--- config.mk ---
export PLATFORM = sky130hd
export DESIGN_NAME = dma_xfer_ctrl
export DESIGN_NICKNAME = d
export VERILOG_FILES = /design/src/rtl/dma_xfer_ctrl.sv
export SDC_FILE = /design/constraint.sdc
export NUM_CORES = 1
export LEC_CHECK = 0
export BUFFER_PORTS_ARGS = -buffer_cell sky130_fd_sc_hd__buf_2
export CORE_ASPECT_RATIO = 0.75
export CORE_MARGIN = 1.5
export CORE_UTILIZATION = 30
export CTS_CLUSTER_DIAMETER = 80
export CTS_CLUSTER_SIZE = 28
export DETAILED_ROUTE_END_ITERATION = 7
export PLACE_DENSITY = 0.57
export REMOVE_ABC_BUFFERS = 1
export SLEW_MARGIN = 0
export SYNTH_ARGS = -nofsm -noshare
export SYNTH_HDL_FRONTEND = slang
export SYNTH_SLANG_ARGS = --single-unit
--- constraint.sdc ---
create_clock -name clk -period 1.85 [get_ports clk]
set_input_delay 0.37 -clock clk [delete_from_list [all_inputs] [get_ports clk]]
set_output_delay 0.37 -clock clk [all_outputs]
set_load 0.05 [all_outputs]
--- src/rtl/dma_xfer_ctrl.sv ---
// Single-channel DMA transfer sequencer: CPU programming, bus handshake, read/write word cycles.
// Optional external end-of-process input is enabled by defining DMA_EXT_EOP_EN.
module dma_xfer_ctrl #(
  parameter int AW = 8,
  parameter int DW = 8,
  parameter int CW = 8
) (
  input  logic          clk,
  input  logic          rst,
  input  logic          cs,
  input  logic          DB_wrReq,
  input  logic [DW-1:0] DB,
  input  logic [CW-1:0] wordcount,
  input  logic          IORead,
  input  logic          MemToMem,
  input  logic          HACK,
`ifdef DMA_EXT_EOP_EN
  input  logic          eop_in,
`endif
  output logic          HREQ,
  output logic [AW-1:0] addr,
  output logic          mem_rd,
  output logic          mem_wr,
  output logic          io_rd,
  output logic          io_wr,
  input  logic [DW-1:0] rd_data,
  output logic [DW-1:0] wr_data,
  output logic          EOP,
  output logic          busy
);

  typedef enum logic [2:0] {
    S_IDLE,
    S_PROG2,
    S_REQ,
    S_READ,
    S_WRITE,
    S_DONE
  } state_t;

  state_t        state, state_nxt;
  logic [AW-1:0] src_addr, dst_addr;
  logic [CW-1:0] cnt;
  logic          mode_m2m, mode_ior;
  logic [DW-1:0] tmp;
  logic          prog_wr;
  logic          ext_eop;
  logic          rd_fire;

`ifdef DMA_EXT_EOP_EN
  assign ext_eop = eop_in;
`else
  assign ext_eop = 1'b0;
`endif

  assign prog_wr = cs & DB_wrReq;
  // A read cycle only strobes when the bus is still granted and no early stop is requested.
  assign rd_fire = (state == S_READ) & HACK & ~ext_eop;

  always_ff @(posedge clk) begin
    if (rst) state <= S_IDLE;
    else     state <= state_nxt;
  end

  always_comb begin
    state_nxt = state;
    case (state)
      S_IDLE:  if (prog_wr) state_nxt = S_PROG2;
      S_PROG2: begin
        if (prog_wr)  state_nxt = (cnt == '0) ? S_DONE : S_REQ;
        else if (!cs) state_nxt = S_IDLE;
      end
      S_REQ: begin
        if (ext_eop)   state_nxt = S_DONE;
        else if (HACK) state_nxt = S_READ;
      end
      S_READ: begin
        if (ext_eop)    state_nxt = S_DONE;
        else if (!HACK) state_nxt = S_REQ;
        else            state_nxt = S_WRITE;
      end
      S_WRITE: state_nxt = ((cnt == CW'(1)) || ext_eop) ? S_DONE : S_READ;
      S_DONE:  state_nxt = S_IDLE;
      default: state_nxt = S_IDLE;
    endcase
  end

  always_ff @(posedge clk) begin
    if (rst) begin
      src_addr <= '0;
      dst_addr <= '0;
      cnt      <= '0;
      mode_m2m <= 1'b0;
      mode_ior <= 1'b0;
      tmp      <= '0;
    end else begin
      case (state)
        S_IDLE: begin
          if (prog_wr) begin
            src_addr <= AW'(DB);
            cnt      <= wordcount;
            mode_m2m <= MemToMem;
            mode_ior <= IORead;
          end
        end
        S_PROG2: if (prog_wr) dst_addr <= AW'(DB);
        S_READ:  if (rd_fire) tmp <= rd_data;
        S_WRITE: begin
          // The memory-side address always advances; the IO address stays put unless both sides are memory.
          cnt      <= cnt - CW'(1);
          src_addr <= src_addr + AW'(1);
          if (mode_m2m) dst_addr <= dst_addr + AW'(1);
        end
        default: ;
      endcase
    end
  end

  always_comb begin
    HREQ    = 1'b0;
    addr    = '0;
    mem_rd  = 1'b0;
    mem_wr  = 1'b0;
    io_rd   = 1'b0;
    io_wr   = 1'b0;
    wr_data = '0;
    EOP     = 1'b0;
    busy    = (state != S_IDLE);
    case (state)
      S_REQ: HREQ = 1'b1;
      S_READ: begin
        HREQ = 1'b1;
        if (mode_ior && !mode_m2m) begin
          addr  = dst_addr;
          io_rd = rd_fire;
        end else begin
          addr   = src_addr;
          mem_rd = rd_fire;
        end
      end
      S_WRITE: begin
        HREQ    = 1'b1;
        wr_data = tmp;
        if (mode_m2m) begin
          addr   = dst_addr;
          mem_wr = 1'b1;
        end else if (mode_ior) begin
          addr   = src_addr;
          mem_wr = 1'b1;
        end else begin
          addr  = dst_addr;
          io_wr = 1'b1;
        end
      end
      S_DONE: EOP = 1'b1;
      default: ;
    endcase
  end

endmodule
==> metrics.csv <==
stage,metric,value,unit
placed_design,Buffers on Ports,53,
placed_design,Placed Area,2649,um2
clocking,Worst-path clk slew,0.07,ns
logic_synthesis,"FF+latch count, synth",37,
layout,fin area,3012,um2
sta,Final setup violation count,11,
clocking,Max Root-Sink Buffers,2,
logic_synthesis,"count leader, synth",nand2_1,
logic_synthesis,asr flop ratio synth,0,%
placed_design,RD Place Congestion,0.8268,
power,VDD IR-drop max,0.0003253,V
layout,ANT cells,0,
routing,Avg Vias per Cell,5.038,
grt,first-pass GRT wire length,10090,um
logic_synthesis,top-area cell type share of the netlist area,34.60,%
logic_synthesis,top cell type by total area after synthesis,dfxtp_1,
logic_synthesis,Post-synth EDFFs,0,
job,Max Cap Violations,0,
routing,Routed WL,6315,um
critical_path,WS Path Type,flop to primary output,
grt,initial antenna violation count,0,
layout,fin util,43.88,%
floorplanning,die width,100.5,um
sta,worst clock skew,0.01003,ns
logic_synthesis,Mapped Cells,274,
floorplanning,IO Pins,54,
clocking,Inserted Clock Buffers,5,
sta,RSZ-0062 raised after global routing,true,
routing,vias,2242,
critical_path,worst r2r src,state[1]$_SDFFE_PP0P_,
sta,Max Slew Vio Count,0,
sta,crit share post-route,105.8,%
critical_path,FF-to-FF path depth,5,
sta,fmax,510.9,MHz
routing,count of routing violations after the opening detailed-route iteration,81,
clocking,worst skew pair latency,0.29,ns
floorplanning,Die H,76.16,um
floorplanning,core area,6864,um2
critical_path,Crit path arrival time,1.59,ns
sta,slew margin rel.,71.69,%
logic_synthesis,synth warn,0,
sta,final worst slack,-0.1073,ns
clocking,Root Buffer,clkbuf_8,
outcome,outcome,finished with violations,
routing,DRT Pass-1 Iters,4,
logic_synthesis,synth top area cells,"dfxtp_1 35%, a21oi_1 7.5%, nand2_1 7.2%",
sta,Final min period,1.957,ns
critical_path,CP Launch Type,flop,
grt,gr usage total,16.61,%
critical_path,crit path capture type,primary output,
power,P_leak,1.167,nW
power,power density over cell area,647.9,nW/um2
logic_synthesis,syn avg cell area,7.813,um2
placed_design,DP HPWL,4653,um
floorplanning,die area,7657,um2
floorplanning,site row count,26,
clocking,clk sinks,37,
critical_path,crit path max fanout,8,
clocking,H-tree levels,2,
critical_path,critical path data required time,1.48,ns
grt,vias in the first global route,2028,
logic_synthesis,library cells used by synthesis,49,
worst_hold_path,Hold Crit Class,primary input to flop,
layout,Nets,381,
clocking,hold_buf cts,0,
logic_synthesis,most instantiated cells after synthesis,"41 x nand2_1, 37 x dfxtp_1, 32 x a21oi_1",
critical_path,reg2reg setup slack,0.10,ns
critical_path,crit path to,addr[1],
sta,worst-margin pin slew,0.4246,ns
logic_synthesis,dominant synthesized flop cell,dfxtp_1,
clocking,CTS tree,built,
grt,grt total ovfl,0,
floorplanning,initial core utilization,31.19,%
layout,layout cells sized above 1,32.28,%
outcome,failing checks,setup timing,
critical_path,r2r endpoint,src_addr[7]$_SDFFE_PP0P_,
routing,Avg WL per Cell,14.19,um
logic_synthesis,Synth Cell Area,2141,um2
logic_synthesis,sequential-to-total area share from yosys stat,34.60,%
routing,drc violations,0,
sta,final hold violation count,0,
grt,largest net degree at the start of global routing,26,
layout,Area Overhead vs Synth,40.68,%
critical_path,Crit. Startpoint,state[1]$_SDFFE_PP0P_,
routing,ANT nets after route,0,
[timing repair]
| action | CTS | global route |
|---|---|---|
| endpoints found under the setup margin | 22 | 23 |
| setup buffers | 2 | 2 |
| pin swaps | 6 | 1 |
| gates resized for setup | 42 | 23 |
| cloned | 0 | 0 |
[layer usage]
| metal | routed length, um | global-route usage [%] | up-vias |
|---|---|---|---|
| li1 | - | - | 1152 |
| met1 | 3150 | 24.63 | 1027 |
| met2 | 2735 | 24.49 | 58 |
| met3 | 391 | 3.486 | 5 |
| met4 | 37 | 3.662 | 0 |
| met5 | 0 | 0 | - |
[report_power, final]
part           switching (mW)  leakage, nW  total (mW)  internal, mW
combinational           0.186        0.807       0.332         0.146
sequential             0.0443        0.303       0.875         0.831
clock                   0.305       0.0574       0.743         0.439
[state kept, by name (all words and copies together) (netlist names)]
name      cells
src_addr      8
mode_m2m      1
cnt           8
tmp           8
state         3
dst_addr      8
mode_ior      1
[cell usage in the layout (no fill, tap or decap), types with 4 or more instances in the layout]
master	instances
buf_6	22
nand4_1	4
nand2_1	40
a31oi_1	6
clkbuf_8	6
o21ai_0	10
nor2_2	4
a21oi_1	32
a311oi_1	4
nand2b_1	5
nand3_1	10
a22o_1	8
a211oi_1	6
inv_1	6
ha_1	4
a22oi_1	4
nor3_1	4
dfxtp_1	34
and2_1	10
buf_4	26
nor2_1	12
buf_2	32
[worst min-delay path by stage]
stage / start / to / cells after the start
2_1_floorplan: tmp[0]$_SDFFE_PP0P_ / tmp[0]$_SDFFE_PP0P_ / 2
3_3_place_gp: tmp[4]$_SDFFE_PP0P_ / tmp[4]$_SDFFE_PP0P_ / 2
3_5_place_dp: tmp[1]$_SDFFE_PP0P_ / tmp[1]$_SDFFE_PP0P_ / 2
4_1_cts: rd_data[4] / tmp[4]$_SDFFE_PP0P_ / 3
5_1_grt: rd_data[5] / tmp[5]$_SDFFE_PP0P_ / 3
6_report: rd_data[2] / tmp[2]$_SDFFE_PP0P_ / 3
[critical path, stage by stage, from the launching register on]
cell	delay, ns
dfxtp_4	0.38
nor2b_2	0.19
nand2_2	0.10
o21ai_1	0.13
buf_4	0.17
a22o_1	0.17
buf_6	0.16
[layout make-up]
class | count | area, um2
clock inverters | 2 | 37.54
multi-input cells | 214 | 1359
repair buffers | 82 | 638.1
flip-flops and latches | 37 | 749.5
clock buffers | 6 | 82.58
inverters | 6 | 22.52
fillers | 703 | 3852
well taps | 98 | 122.6
[kinds of logic after synthesis]
| family | after synthesis | share of synthesized area (%) |
|---|---|---|
| xor+xnor | 2 | 0.8184 |
| buf+inv | 23 | 4.793 |
| compound gates | 91 | 27.41 |
| flops | 37 | 34.60 |
| simple gates | 116 | 29.52 |
| fa+ha+maj | 4 | 2.338 |
| mux | 1 | 0.5260 |
[through the flow]
stage | hold WS, ns | instances | TNS (ns) | setup WS (ns) | total power [mW]
2_1_floorplan | 0.4257 | 257 | -6.004 | -0.8021 | 1.054
3_3_place_gp | 0.4379 | 433 | 0 | 0.1038 | 1.203
3_5_place_dp | 0.4435 | 433 | 0 | 0.03038 | 1.205
4_1_cts | 0.3084 | 443 | -0.9341 | -0.1266 | 1.963
5_1_grt | 0.3126 | 445 | -2.023 | -0.1732 | 2.057
6_report | 0.3188 | 445 | -0.7771 | -0.1073 | 1.951
Note: power is estimated with default switching activity, not from simulation.
